$ cat config.mk
export PLATFORM = sky130hd
export DESIGN_NAME = vec_operand_select
export DESIGN_NICKNAME = d
export VERILOG_FILES = /design/src/rtl/vec_pkg.sv /design/src/rtl/vec_operand_select_skid_buffer.sv /design/src/rtl/vec_operand_select.sv
export SDC_FILE = /design/constraint.sdc
export NUM_CORES = 1
export LEC_CHECK = 0
export BUFFER_PORTS_ARGS = -buffer_cell sky130_fd_sc_hd__buf_4
export CAP_MARGIN = 20
export CORE_MARGIN = 1.5
export CORE_UTILIZATION = 30
export CTS_CLUSTER_DIAMETER = 50
export DETAILED_ROUTE_END_ITERATION = 10
export SLEW_MARGIN = 20
export SYNTH_ARGS = -nofsm -noshare
export SYNTH_HDL_FRONTEND = slang
export SYNTH_SLANG_ARGS = --single-unit
$ cat constraint.sdc
create_clock -name clk -period 1.7 [get_ports clk]
set_clock_uncertainty 0.1 [all_clocks]
set_input_delay 0.425 -clock clk [delete_from_list [all_inputs] [get_ports clk]]
set_output_delay 0.425 -clock clk [all_outputs]
set_load 0.1 [all_outputs]
$ cat src/rtl/vec_pkg.sv
// Shared types and default sizes for the vector operand path.
package vec_pkg;

    localparam int LANE_W     = 32;
    localparam int LANES      = 6;
    localparam int NUM_SCALAR = 3;
    localparam int V          = LANES * LANE_W;
    localparam int SEL_VEC    = 0;

    typedef logic [LANE_W-1:0] lane_t;
    typedef lane_t [LANES-1:0] vec_t;

    typedef enum logic [1:0] {
        EMPTY,
        ONE,
        FULL
    } skid_state_e;

endpackage

$ cat src/rtl/vec_operand_select_skid_buffer.sv
// Two-entry valid/ready skid buffer; in_ready depends on registered state only.
import vec_pkg::*;

module skid_buffer #(
    parameter int W = 8
) (
    input  logic         clk,
    input  logic         rst_n,
    input  logic         in_valid,
    output logic         in_ready,
    input  logic [W-1:0] din,
    output logic         out_valid,
    input  logic         out_ready,
    output logic [W-1:0] dout
);

    skid_state_e  state;
    logic [W-1:0] head;
    logic [W-1:0] skid;
    logic         acc;
    logic         xfer;

    assign in_ready  = (state != FULL);
    assign out_valid = (state != EMPTY);
    assign dout      = head;
    assign acc       = in_valid && in_ready;
    assign xfer      = out_valid && out_ready;

    always_ff @(posedge clk or negedge rst_n) begin
        if (!rst_n) begin
            state <= EMPTY;
            head  <= '0;
            skid  <= '0;
        end else begin
            unique case (state)
                EMPTY: begin
                    if (acc) begin
                        head  <= din;
                        state <= ONE;
                    end
                end
                ONE: begin
                    if (acc && xfer) begin
                        head <= din;
                    end else if (acc) begin
                        skid  <= din;
                        state <= FULL;
                    end else if (xfer) begin
                        state <= EMPTY;
                    end
                end
                FULL: begin
                    if (xfer) begin
                        head  <= skid;
                        state <= ONE;
                    end
                end
                default: state <= EMPTY;
            endcase
        end
    end

endmodule

$ cat src/rtl/vec_operand_select.sv
// Vector/scalar-broadcast operand select with lane masking, behind a skid buffer.
import vec_pkg::*;

module vec_operand_select #(
    parameter int LANE_W     = vec_pkg::LANE_W,
    parameter int LANES      = vec_pkg::LANES,
    parameter int NUM_SCALAR = vec_pkg::NUM_SCALAR,
    parameter int SEL_W      = $clog2(NUM_SCALAR + 1)
) (
    input  logic                         clk,
    input  logic                         rst_n,
    input  logic                         in_valid,
    output logic                         in_ready,
    input  logic [LANES*LANE_W-1:0]      vec_in,
    input  logic [NUM_SCALAR*LANE_W-1:0] scalar_in,
    input  logic [SEL_W-1:0]             sel,
    input  logic [LANES-1:0]             lane_mask,
    output logic                         out_valid,
    input  logic                         out_ready,
    output logic [LANES*LANE_W-1:0]      vec_out,
    output logic                         sel_err
);

    localparam int VW = LANES * LANE_W;

    logic              err;
    logic              is_vec;
    logic [LANE_W-1:0] bcast;
    logic [VW-1:0]     res;
    logic [VW:0]       head;

    assign is_vec = (sel == SEL_W'(SEL_VEC));
    assign err    = (int'(sel) > NUM_SCALAR);

    // bcast stays zero for an illegal select, which zeroes every lane
    always_comb begin
        bcast = '0;
        for (int k = 0; k < NUM_SCALAR; k++) begin
            if (sel == SEL_W'(k + 1)) begin
                bcast = scalar_in[k*LANE_W +: LANE_W];
            end
        end
    end

    for (genvar i = 0; i < LANES; i++) begin : g_lane
        assign res[i*LANE_W +: LANE_W] =
            !lane_mask[i] ? '0 :
            is_vec        ? vec_in[i*LANE_W +: LANE_W] :
                            bcast;
    end

    skid_buffer #(
        .W(VW + 1)
    ) u_skid (
        .clk      (clk),
        .rst_n    (rst_n),
        .in_valid (in_valid),
        .in_ready (in_ready),
        .din      ({err, res}),
        .out_valid(out_valid),
        .out_ready(out_ready),
        .dout     (head)
    );

    assign vec_out = head[VW-1:0];
    assign sel_err = head[VW];

endmodule

==> run summary, run 1 <==
Status: finished with violations
Failing checks: negative setup slack
Hold Path Sink: u_skid.skid[64]
Core ar.: 0.0748 mm^2
Avg Cell Area, Syn: 8.35 um^2
Area of placed instances: 0.0300 mm^2
Die Y-Extent: 278 um
Syn_nets: 3028
Synth Area in Simple Gates: 11.1%
First-pass DRT Iterations: 6
Largest fanout on the critical path: 3
RePlAce Congestion: 0.885
Critical path required time: 1170 ps
Slew @ Worst Pin: 576 ps
Port bufs: 493
Number of DRC markers in iteration 0: 2608
Hold Path Stages: 3
Adder-cell share of the synthesized area: 0%
Routed vias/inst: 5.65
Clock slew at reported path FFs: 50 ps
Hold Fails Final Rpt: 0
Seq cells post-synth: 386
Num CTS Buffers: 59
WP data arrival: 1710 ps
Sequential area share after synthesis: 42.4%
Die width: 278 um
TritonCTS clock tree: done
Gate count of the mapped netlist: 2728
Hold WS: 41.4 ps
Starting density of the core: 30.4%
Layout area overhead: 71.4%
Worst skew pair latency: 620 ps
Total of max-cap violations: 0
DRC: 0
Synth Area in Compound Gates: 31.3%
Largest net degree at the start of global routing: 90
Leak: 0.0181 uW
Initial antenna violation count: 5
Highest clock rate: 0.447 GHz
Final setup violation count: 580
Final setup margin: -536 ps
Nets: 3945
Routed wire per std cell: 24.3 um
Clk sinks: 386
Synth warn: 0
Synth cell types: 28
Total GRT Usage: 25.7%
Cell area power density: 1380 mW/mm^2
Worst-case clock buffer depth: 3
Min Tclk post-route: 2240 ps
Worst reg2reg path depth: 11
CP startpoint: u_skid.state[0]
First-pass GRT wire length: 153 mm
Nature of the critical path endpoint: primary output
Layout cell share with drive strength beyond 1: 39.7%
Rows: 100
Place WS: -376 ps
Overall Power: 53900 uW
DRT antenna net count: 0
Total gr overflow: 0
R2R Path Start: u_skid.state[0]
I/O pins: 495
Hold Crit Start: lane_mask[2]
Vias in the first global route: 24400
Via count: 26400
CTS Root Cell: clkbuf_16
Worst flop-to-flop path endpoint: u_skid.skid[67]
Worst Setup Start Kind: register
Die Area: 0.0776 mm^2
Setup slack, reg-to-reg: -480 ps
CP Class: reg -> out
Final Util: 52.2%
Min-Delay Path Class: in -> reg
Multiplexer share of the synthesized area: 5.28%
Max-slew violations: 0
# H-tree levels: 2
Final Cycle Share: 132%
RSZ-0062 raised after global routing: yes
Fin area: 0.0390 mm^2
Worst vdd ir: 0.879 mV
Detail Placement HPWL: 72.5 mm
Cell area after synthesis: 0.0228 mm^2
Routed WL: 114 mm
Largest family of logic cells by synthesized area: compound AO/OA/AOI/OAI gates
Post-synthesis xor/xnor area fraction: 0%
Slew HR: 61.6%
## cell usage in the layout, fill, tap and decap left out, types with 29 or more instances in the layout
cell / count
dfrtp_1: 314
inv_1: 304
a311oi_1: 128
nor2_1: 193
dfrtp_2: 70
a21boi_1: 29
and2_1: 32
a221oi_1: 36
clkbuf_16: 92
buf_12: 293
buf_4: 725
o31ai_1: 110
nand2_1: 312
mux2i_1: 64
a21boi_0: 123
o21ai_0: 153
a21oi_1: 163
nand2b_1: 42
o22ai_1: 216
## worst max-delay path, stage by stage, from the launching register on
cell and delay [ps]:
dfrtp_4 520, buf_12 140, buf_6 100, nand2b_4 150
buf_12 170
## state kept, by name, summed over array words and instances (netlist names)
register and flops:
u_skid.skid 192, u_skid.state 2, u_skid.dout 192
## cell families after synthesis
family | after synthesis
buffers and inverters | 546
flip-flops | 386
multiplexers | 112
AO/OA/AOI/OAI | 1069
AND/OR/NAND/NOR | 614
other | 1
## synth_stat cells
cell	number	area (um^2)
or2_2	1	6.26
buf_6	9	101
nand2b_1	45	282
nor2b_1	1	6.26
nand2_1	340	1280
a21boi_1	28	210
mux2i_1	64	641
o21ai_0	153	766
inv_1	304	1140
dfrtp_1	386	9660
buf_4	12	90.1
nand3b_4	1	20.0
a21boi_0	124	931
nor2b_2	1	8.76
o22ai_1	233	1460
a21oi_1	186	931
conb_1	1	3.75
a21oi_2	1	8.76
clkbuf_1	142	533
mux2i_2	8	110
and2_1	32	200
o31ai_1	152	1140
nor2_1	193	724
a221oi_1	40	350
buf_1	7	26.3
a311oi_1	152	1330
buf_2	72	360
mux2_2	40	450
## routing by layer
layer  part of all wire [%]  global-route usage, %
met4                    4.0                   9.46
met3                     10                   6.65
met5                      0                      0
met1                     42                   35.9
met2                     44                   38.1
## through the flow
stage	setup TNS (ps)	std cells
floorplan	-65.5	2728
finish	-143370	4667
CTS	-65940	4573
global route	-164220	4667
global placement	-73940	4272
detailed placement	-79080	4272
## final cells by class
class                   instances  area (um^2)
fillers                      6597        35800
repair buffers               1098        12900
multi-input cells            1796        12000
flip-flops and latches        386         9750
clock buffers                  78         1710
well taps                     969         1210
inverters                     304         1140
clock inverters                32          342
diodes                          4         10.0
## worst max path at each step
stage                  endpoint  slack (ps)  depth (start not counted)
5_1_grt                in_ready        -560                          4
6_report               in_ready        -540                          4
3_5_place_dp   u_skid.dout[136]        -380                          7
4_1_cts               out_valid        -560                          3
3_3_place_gp   u_skid.dout[110]        -420                          6
2_1_floorplan          in_ready         -30                          3
## where the power goes
part	switching, uW	internal [uW]
Combinational	15900	11100
Sequential	2400	11800
Clock	4940	7840
Total	23200	30700
## repair_timing
| action | CTS | global route |
|---|---|---|
| gates cloned | 4 | 44 |
| setup endpoints to repair | 528 | 577 |
| pin swaps | 3 | 123 |
| buffers inserted | 185 | 46 |
| hold buffers | 2 | 0 |
| resized for setup | 685 | 255 |
| endpoints found under the hold margin | 249 | 0 |
Power figures use the tool's default switching activity.
==> run 2: changes to the inputs <==
--- a/config.mk
+++ b/config.mk
@@ -11,6 +11,7 @@
 export CORE_UTILIZATION = 30
 export CTS_CLUSTER_DIAMETER = 50
 export DETAILED_ROUTE_END_ITERATION = 10
+export MAX_ROUTING_LAYER = met4
 export SLEW_MARGIN = 20
 export SYNTH_ARGS = -nofsm -noshare
 export SYNTH_HDL_FRONTEND = slang
==> run summary, run 2 (synthesis results as in run 1) <==
Status: finished with violations
Internal: 30500 uW (-0.90%)
Core ar.: 0.0748 mm^2 (unchanged)
Total of max-cap violations: 0 (unchanged)
Max-slew violations: 0 (unchanged)
Port bufs: 493 (unchanged)
Final Cycle Share: 137% (+5.1 points)
Clock network power share: 23.9% (+0.2 points)
WP data arrival: 2720 ps (+1010 ps)
Sequential power share: 26.5% (+0.2 points)
# H-tree levels: 2 (unchanged)
Worst Setup Start Kind: register
First-pass DRT Iterations: 7 (+1)
Overall Power: 53400 uW (-1.0%)
RSZ-0062 raised after global routing: yes
DRT antenna net count: 0 (unchanged)
I/O pins: 495 (unchanged)
Num CTS Buffers: 59 (unchanged)
Fillers: 6703 (+1.6%)
Routed wire per std cell: 23.8 um (-2.1%)
Min-Delay Path Class: in -> reg
Combinational Power Share: 49.6% (-0.5 points)
Switching share of power: 42.9% (-0.065 points)
Failing checks: negative setup slack
Vias in the first global route: 24400 (-0.029%)
Nets: 3937 (-0.20%)
CTS Root Cell: clkbuf_16
Number of DRC markers in iteration 0: 2631 (+0.88%)
Worst-case clock buffer depth: 3 (unchanged)
Clock slew at reported path FFs: 60 ps (about the same)
R2R Path Start: u_skid.state[0]
Layout cell share with drive strength beyond 1: 38.6% (-1.2 points)
Total GRT Usage: 26.5% (+0.78 points)
Largest net degree at the start of global routing: 90 (unchanged)
Highest clock rate: 0.431 GHz (-3.8%)
Die width: 278 um (unchanged)
Routed WL: 111 mm (-2.3%)
Commonest cells after routing, fill and taps aside: buf_4 (733), nand2_1 (314), dfrtp_1 (314)
CP Class: reg -> reg
Largest fanout on the critical path: 6 (+3)
Hold WS: 36.9 ps (-4.54 ps)
Initial antenna violation count: 4 (-1)
Worst skew pair latency: 620 ps (about the same)
Clk sinks: 386 (unchanged)
Slew @ Worst Pin: 559 ps (-16.8 ps)
Layout area overhead: 69.0%
Worst vdd ir: 1.02 mV (+16%)
Total gr overflow: 0 (unchanged)
Slew HR: 62.7% (+1.1 points)
Detail Placement HPWL: 72.5 mm (unchanged)
Final setup margin: -623 ps (-87.2 ps)
Rows: 100 (unchanged)
Nature of the critical path endpoint: register
Routed vias/inst: 5.59 (-1.1%)
Final setup TNS: -144970 ps (-1600 ps)
DRC: 0 (unchanged)
Leak: 0.0179 uW (-1.1%)
Commonest non-fill, non-tap cell in the layout: buf_4
RePlAce Congestion: 0.900 (+1.7%)
Final setup violation count: 580 (unchanged)
NetSw: 22900 uW (-1.2%)
Hold Crit Start: lane_mask[2]
First-pass GRT wire length: 153 mm (about the same)
Place WS: -376 ps (unchanged)
Die Y-Extent: 278 um (unchanged)
Die Area: 0.0776 mm^2 (unchanged)
Cell area power density: 1390 mW/mm^2 (+0.43%)
CP startpoint: u_skid.state[0]
Hold Fails Final Rpt: 0 (unchanged)
Critical path required time: 2100 ps (+930 ps)
TritonCTS clock tree: done
Min Tclk post-route: 2320 ps (+87.2 ps)
Via count: 26000 (-1.3%)
Starting density of the core: 30.4% (unchanged)
[run 2: changes by cell type in the layout (fill, tap and decap cells not counted), moves of 11 or more]
cell      before  now
a21oi_1      163  182
a21oi_4       12    1
a311oi_1     128  148
a311oi_2      24    4
mux2_2        23   34
mux2_4        17    6
[run 2: repair_timing]
item / in CTS / in global routing
pin swaps: 3 / 84
buffers inserted: 185 / 46
cloned: 4 / 37
endpoints found under the hold margin: 249 / 0
setup endpoints to repair: 528 / 577
resized for setup: 685 / 187
hold buffers: 2 / 0
[run 2: area by class of cell]
cell class / count / area [um^2] / area share (%)
timing repair buffer: 1090 / 12600 / 32.8
tap: 969 / 1210 / 3.15
inverter: 304 / 1140 / 2.97
clock buffer: 78 / 1710 / 4.45
antenna: 3 / 7.51 / 0.0195
sequential: 386 / 9750 / 25.4
multi-input combinational: 1796 / 11700 / 30.4
clock inverter: 32 / 342 / 0.888
[run 2: power groups by stage]
stage | combinational (uW) | clock [uW] | sequential, uW
5_1_grt | 27700 | 13300 | 14400
2_1_floorplan | 6370 | 0 | 20700
4_1_cts | 24500 | 12900 | 13900
3_5_place_dp | 19800 | 0 | 13700
6_report | 26500 | 12800 | 14200
3_3_place_gp | 19700 | 0 | 13700
[run 2: worst max-delay path: stages (launching register included)]
cell	delay, ps
dfrtp_4	510
buf_4	150
buf_6	110
buf_4	140
nand2b_4	100
buf_8	130
buf_12	110
clkbuf_16	140
buf_6	110
buf_4	110
a21oi_1	70
a311oi_1	310
nor2_1	70
[run 2: worst paths after layout]
path | endpoint | cells after the start | slack, ps
setup reg to reg | u_skid.dout[104] | 12 | -620
hold / removal | u_skid.skid[64] | 3 | 40
setup / recovery | u_skid.dout[104] | 12 | -620
max in group asynchronous | u_skid.dout[169] | 3 | 610
min in group asynchronous | u_skid.skid[35] | 2 | 190
hold reg to reg | u_skid.skid[11] | 2 | 380
[run 2: through the flow]
stage / instances / utilization [%] / area (um^2)
5_1_grt: 4658 / 51.4 / 38500
3_5_place_dp: 4272 / 40.2 / 30000
6_report: 4658 / 51.4 / 38500
3_3_place_gp: 4272 / 40.2 / 30000
4_1_cts: 4573 / 48.5 / 36300
2_1_floorplan: 2728 / - / 22800
[run 2: per-layer routing]
metal	up-vias	global-route usage (%)	routed length [um]
li1	11600	-	-
met4	0	9.43	4250
met3	255	6.46	10700
met1	12700	36.1	47800
met5	-	-	0
met2	1420	38.0	48300
